<file path="src/rtl/ifetch_seq.sv">
// Sequential instruction-fetch stage: holds the PC, fetches one word per instruction over a
// ready handshake, presents it for a single commit cycle and then advances the PC.
module ifetch_seq #(
    parameter logic [31:0] RESET_PC = 32'h0000_0000,
    parameter int unsigned IMEM_AW  = 14
) (
    input  logic               clock,
    input  logic               reset,
    output logic               imem_req,
    output logic [IMEM_AW-1:0] imem_addr,
    input  logic [31:0]        imem_rdata,
    input  logic               imem_ready,
    input  logic               stall,
    input  logic               Jr,
    input  logic               Jmp,
    input  logic               Jal,
    input  logic               Branch,
    input  logic               nBranch,
    input  logic               Zero,
    input  logic [31:0]        Addr_result,
    input  logic [31:0]        Read_data_1,
    output logic [31:0]        Instruction,
    output logic               exec_en,
    output logic [31:0]        pc,
    output logic [31:0]        branch_base_addr,
    output logic [31:0]        link_addr,
    output logic               addr_err
);

    typedef enum logic [1:0] {
        S_BOOT  = 2'd0,
        S_FETCH = 2'd1,
        S_EXEC  = 2'd2
    } state_t;

    state_t      r_state;
    state_t      w_state_nxt;
    logic [31:0] r_pc;
    logic [31:0] r_instr;
    logic [31:0] r_link;
    logic        r_err;

    logic [31:0] w_pc_plus4;
    logic [31:0] w_next_pc;
    logic        w_commit;
    logic        w_capture;
    logic        w_jr_misaligned;

    // Priority: jr, then j/jal, then conditional branch, then fall-through.
    function automatic logic [31:0] calc_next_pc(
        input logic [31:0] instr,
        input logic [31:0] pc4,
        input logic        jr,
        input logic        jmp,
        input logic        jal,
        input logic        br,
        input logic        nbr,
        input logic        zero,
        input logic [31:0] br_target,
        input logic [31:0] rs_val
    );
        logic [31:0] v;
        if (jr) begin
            v = {rs_val[31:2], 2'b00};
        end else if (jmp || jal) begin
            v = {pc4[31:28], instr[25:0], 2'b00};
        end else if ((br && zero) || (nbr && !zero)) begin
            v = br_target;
        end else begin
            v = pc4;
        end
        return v;
    endfunction

    assign w_pc_plus4      = r_pc + 32'd4;
    assign w_next_pc       = calc_next_pc(r_instr, w_pc_plus4, Jr, Jmp, Jal, Branch, nBranch,
                                          Zero, Addr_result, Read_data_1);
    assign w_jr_misaligned = Jr && (Read_data_1[1:0] != 2'b00);

    always_comb begin
        w_state_nxt = r_state;
        imem_req    = 1'b0;
        exec_en     = 1'b0;
        w_commit    = 1'b0;
        w_capture   = 1'b0;
        case (r_state)
            S_BOOT: begin
                w_state_nxt = S_FETCH;
            end
            S_FETCH: begin
                imem_req = 1'b1;
                if (imem_ready) begin
                    w_capture   = 1'b1;
                    w_state_nxt = S_EXEC;
                end
            end
            S_EXEC: begin
                exec_en  = ~stall;
                w_commit = ~stall;
                if (!stall) begin
                    w_state_nxt = S_FETCH;
                end
            end
            default: begin
                w_state_nxt = S_BOOT;
            end
        endcase
    end

    always_ff @(posedge clock) begin
        if (!reset) begin
            r_state <= S_BOOT;
            r_pc    <= RESET_PC;
            r_instr <= 32'h0000_0000;
            r_link  <= 32'h0000_0000;
            r_err   <= 1'b0;
        end else begin
            r_state <= w_state_nxt;
            if (w_capture) begin
                r_instr <= imem_rdata;
            end
            // A malformed jr+jal decode still records the link address.
            if (w_commit) begin
                r_pc <= w_next_pc;
                if (Jal) begin
                    r_link <= w_pc_plus4;
                end
                if (w_jr_misaligned) begin
                    r_err <= 1'b1;
                end
            end
        end
    end

    // Upper PC bits are kept but not presented, so memory aliases above IMEM_AW.
    assign imem_addr        = r_pc[IMEM_AW+1:2];
    assign branch_base_addr = w_pc_plus4;
    assign Instruction      = r_instr;
    assign pc               = r_pc;
    assign link_addr        = r_link;
    assign addr_err         = r_err;

endmodule

</file>
<file path="config.mk">
export PLATFORM = sky130hd
export DESIGN_NAME = ifetch_seq
export DESIGN_NICKNAME = d
export VERILOG_FILES = /design/src/rtl/ifetch_seq.sv
export SDC_FILE = /design/constraint.sdc
export NUM_CORES = 1
export LEC_CHECK = 0
export BUFFER_PORTS_ARGS = -buffer_cell sky130_fd_sc_hd__buf_2
export CORE_MARGIN = 2
export CORE_UTILIZATION = 52
export CTS_BUF_LIST = sky130_fd_sc_hd__clkbuf_8
export DETAILED_ROUTE_END_ITERATION = 6
export PLACE_DENSITY = 0.88
export SLEW_MARGIN = 10
export SYNTH_ARGS = -nofsm -noshare
export SYNTH_HDL_FRONTEND = slang
export SYNTH_SLANG_ARGS = --single-unit
</file>
<file path="constraint.sdc">
create_clock -name clock -period 4.7 [get_ports clock]
set_input_delay 0.94 -clock clock [delete_from_list [all_inputs] [get_ports clock]]
set_output_delay 0.94 -clock clock [all_outputs]
set_load 0.05 [all_outputs]
</file>
### Yosys cells after proc, flatten, opt, wreduce, memory -nomap -nowiden

Cells that the tools add are included.

* register bits: 99
* word-level logic and storage cells: 32

* add/sub/neg operators: 1
* equality and inequality tests: 4
* mux-type cells: 10
* bitwise gates (word level): 1
* reductions and logical operators: 11

Operators by type and width (number)
* 32-bit two-way mux: 3
* 32-bit by 3-bit adder with 32-bit output (second input constant): 1
* 2-bit case mux with 3 select lines: 1
* 2-bit AND reduction: 3
* 1-bit two-way mux: 4
* 2-bit two-way mux: 2
* 2-bit inequality test (second input constant): 2
* 1-bit logical AND: 3
* 2-bit by 1-bit == test with 1-bit output (second input constant): 1
* 2-bit == test (second input constant): 1
* 2-bit logical NOT: 1
* 1-bit logical OR: 2
* 2-bit nonzero test: 1
* 1-bit logical NOT: 1
* 1-bit inverter: 1

### Longest topological paths before layout

* depth in word-level cells: 6
* depth in mapped cells: 9

### Worst setup path before layout

Ideal clock, no wire load.

* path kind: flip-flop to output port
* start point: register r_pc[2] (netlist: pc[2])
* end point: output port branch_base_addr[30]
* data arrival time: 2647 ps
* data required time: 3760 ps
* slack: 1113 ps
* cell stages (with the launch flop): 6
* buffers on the path: 0
* cells stage by stage: dfxtp_1 ha_1 nand4_1 nor3_2 nand4_1 xnor2_1

* cells in the longest elaborated chain, start to end: 1

RTL lines
* from (decl): line 38 `logic [31:0] r_pc;`
* from (signal assigned): line 124 `r_pc <= w_next_pc;`
* 32-bit by 3-bit adder with 32-bit output: line 75 `assign w_pc_plus4 = r_pc + 32'd4;`
* to (decl): line 25 `output logic [31:0] branch_base_addr,`

Every way passes these cells.

### Worst setup path after layout

* start point: register r_pc[8] (netlist: pc[8])
* end point: output port branch_base_addr[31]

The elaborated chain is that of the path after synthesis.

==> metrics <==
final hold violations=0; Post-synth EDFFs=0; final setup vio count=0; final setup skew=0.0139 ns; CTS tree=built; post-placement cell area=0.00636 sq mm; clk sinks=a little under 100; post-route setup TNS=0 ns; HP Class=reg -> reg; DR pass1 iterations=5; slowest cell delay on critical path=between 0.6 and 0.7 ns; CP max FO=8; Chip Width=104 um; Via density=5.72; Hold Path Origin=Instruction[27]$_SDFFE_PN0P_; data required time of the worst path=about 3.8 ns; num rows=36; GRT Total Usage=roughly 32%; Worst Hold End=Instruction[27]$_SDFFE_PN0P_; Die Y-Extent=104 um; Seq cells post-synth=between 90 and 100; Die Footprint=0.0108 sq mm; placer congestion estimate=about 0.88; drc violations=0; Register-to-Register Path Depth=8; share of layout cells above drive strength 1=32.3%; Least-Margin Pin Slew=between 0.9 and 1 ns; Seq/Total Area, Yosys=between 30% and 40%; routed wire length=between 15000 and 20000 um; clk root buf=clkbuf_8; depth of the CTS H-tree=3; syn_nets=approximately 790; CP delay by family, top=simple AND/OR/NAND/NOR gates; Starting Density=53.5%; Clock Path Buffers=2; IO Port Bufs=250; pre-CTS setup slack=between 1 and 1.5 ns; Cell Pwr Density=approximately 280 mW/mm^2; max frequency=between 200 and 300 MHz; area delta synth->final=26.5%; maximum vdd drop=between 100 and 150 uV; io pins=between 200 and 300; 1st-iter DRT viols=between 400 and 500; DRT antenna net count=0; Post-CTS Hold Buffers=0; Max-Cap Viols=0; Setup CP Type=reg -> out; Yosys warning total=0; nets=approximately 1000; CP Cell Sequence=nand4_1 > nor4_4 > nand3_2 > nor2_1 > xor2_1 > buf_2; LEAKAGE=between 0.003 and 0.004 uW; syn_area_per_cell=around 7.7 sq um; status=completed; commonest non-fill, non-tap cell in the layout=buf_2; Final Instance Area=approximately 0.0066 sq mm; TritonCTS buffer count=9; vias in the first global route=roughly 5300; Post-synth ARST share=0%; Tcrit/Tclk final=between 70% and 80%; Tmin final=roughly 3.6 ns; Mapped Cells=around 680; Worst Path Arrival=about 2.7 ns; worst hold stages=2; initial antenna violation count=1; clock latency on the worst-skew pair=between 0.3 and 0.4 ns; CTS resizes=0; Post-CTS Setup Repair Bufs=0; Worst-path clk slew=~0.10 ns; gr ovfl total=0; sum of buffers and inverters on the critical path=1; first-pass GRT wire length=~28000 um; Core Footprint=0.00973 sq mm; register-to-register setup slack=2.19 ns; WL per Instance=roughly 18 um; Worst slew margin=36.1%; Syn Std Cell Area=around 0.0052 sq mm; DP HPWL=13200 um; RSZ-0062 raised after global routing=false; largest net degree at the start of global routing=around 100; highest-count cells in the layout ignoring fill and taps=buf_2 (249), nand2_1 (128), dfxtp_1 (99), nor2_1 (56), a21boi_0 (38); routed vias=around 5800; Top FF cell, synth=dfxtp_1; r2r startpoint=r_state[0]$_SDFFE_PN0P_; slowest CP cell=nor4_4; Final Max Slew Viols=0; Setup WS post-layout=about 1.1 ns; critical path endpoint category=output pin; Crit Reg-Reg Endpoint=link_addr[22]$_SDFFE_PN0P_; CP startpoint kind=flip-flop; distinct cell type count after synthesis=56
==> routing by layer <==
metal	GRT usage (%)	vias to the layer above	wire, um	share of wire [%]
li1	-	2742	-	-
met1	42.0	2696	7360	41
met2	52.2	340	8420	47
met3	5.70	41	1670	9.3
met4	12.9	0	599	3.3
met5	0	-	0	0
==> power breakdown <==
| part | internal (uW) | total [uW] | switching [uW] | leakage [uW] |
|---|---|---|---|---|
| logic | 103 | 351 | 248 | 0.00231 |
| registers | 863 | 891 | 27.6 | 0.000802 |
| clock network | 278 | 582 | 304 | 0.000109 |
| total | 1240 | 1820 | 580 | 0.00323 |
==> synthesized netlist by cell type (17+ instances only) <==
cell type,number,share of area [%]
o211ai_1,23,3.3
xnor2_1,22,3.7
or3_1,17,2.0
inv_1,19,1.4
a21boi_0,38,5.5
nor2_1,58,4.2
dfxtp_1,99,38
nand2_1,128,9.2
a21oi_1,35,3.4
clkbuf_1,45,3.2
o21ai_0,33,3.2
nand3_1,23,2.2
==> worst reg2reg max path, delay by kind of cell (launching register included) <==
family	cells	cell delay (ns)
compound gates	2	0.30
buf+inv	3	0.97
flops	1	0.35
simple gates	3	0.83
==> registers in the layout, summed over array words and instances, names as in the netlist <==
| signal | cells |
|---|---|
| r_state | 2 |
| pc | 32 |
| link_addr | 32 |
| addr_err | 1 |
| Instruction | 32 |
==> how the worst max path moves through the flow <==
stage,startpoint,to,depth (start not counted)
2_1_floorplan,pc[2]$_SDFFE_PN0P_,branch_base_addr[30],5
3_3_place_gp,pc[7]$_SDFFE_PN0P_,branch_base_addr[31],6
3_5_place_dp,pc[7]$_SDFFE_PN0P_,branch_base_addr[31],6
4_1_cts,pc[7]$_SDFFE_PN0P_,branch_base_addr[31],6
5_1_grt,pc[7]$_SDFFE_PN0P_,branch_base_addr[31],6
6_report,pc[8]$_SDFFE_PN0P_,branch_base_addr[31],6
==> through the flow <==
stage	cells	hold slack [ns]	utilization [%]	total power [uW]
after global placement	1000	0.451	65.4	1250
final	1017	0.468	67.6	1820
after global routing	1017	0.505	67.6	1890
after CTS	1016	0.471	67.6	1830
after floorplan	678	0.516	-	1140
after detailed placement	1000	0.449	65.4	1260
==> cell families after synthesis <==
family          Yosys count  share of synthesized area (%)
compound gates          181                           24.0
xor+xnor                 28                           4.71
fa+ha+maj                 1                          0.240
buf+inv                  86                           7.46
flops                    99                           38.1
mux                       2                          0.409
simple gates            281                           25.1
==> layout make-up <==
type / instances / area [sq um]
clock buffer: 11 / 151
inverter: 19 / 71.3
antenna: 1 / 2.50
timing repair buffer: 256 / 1300
fill: 892 / 3150
sequential: 99 / 1980
multi-input combinational: 493 / 2850
tap: 133 / 166
clock inverter: 5 / 61.3
Power figures use the tool's default switching activity.
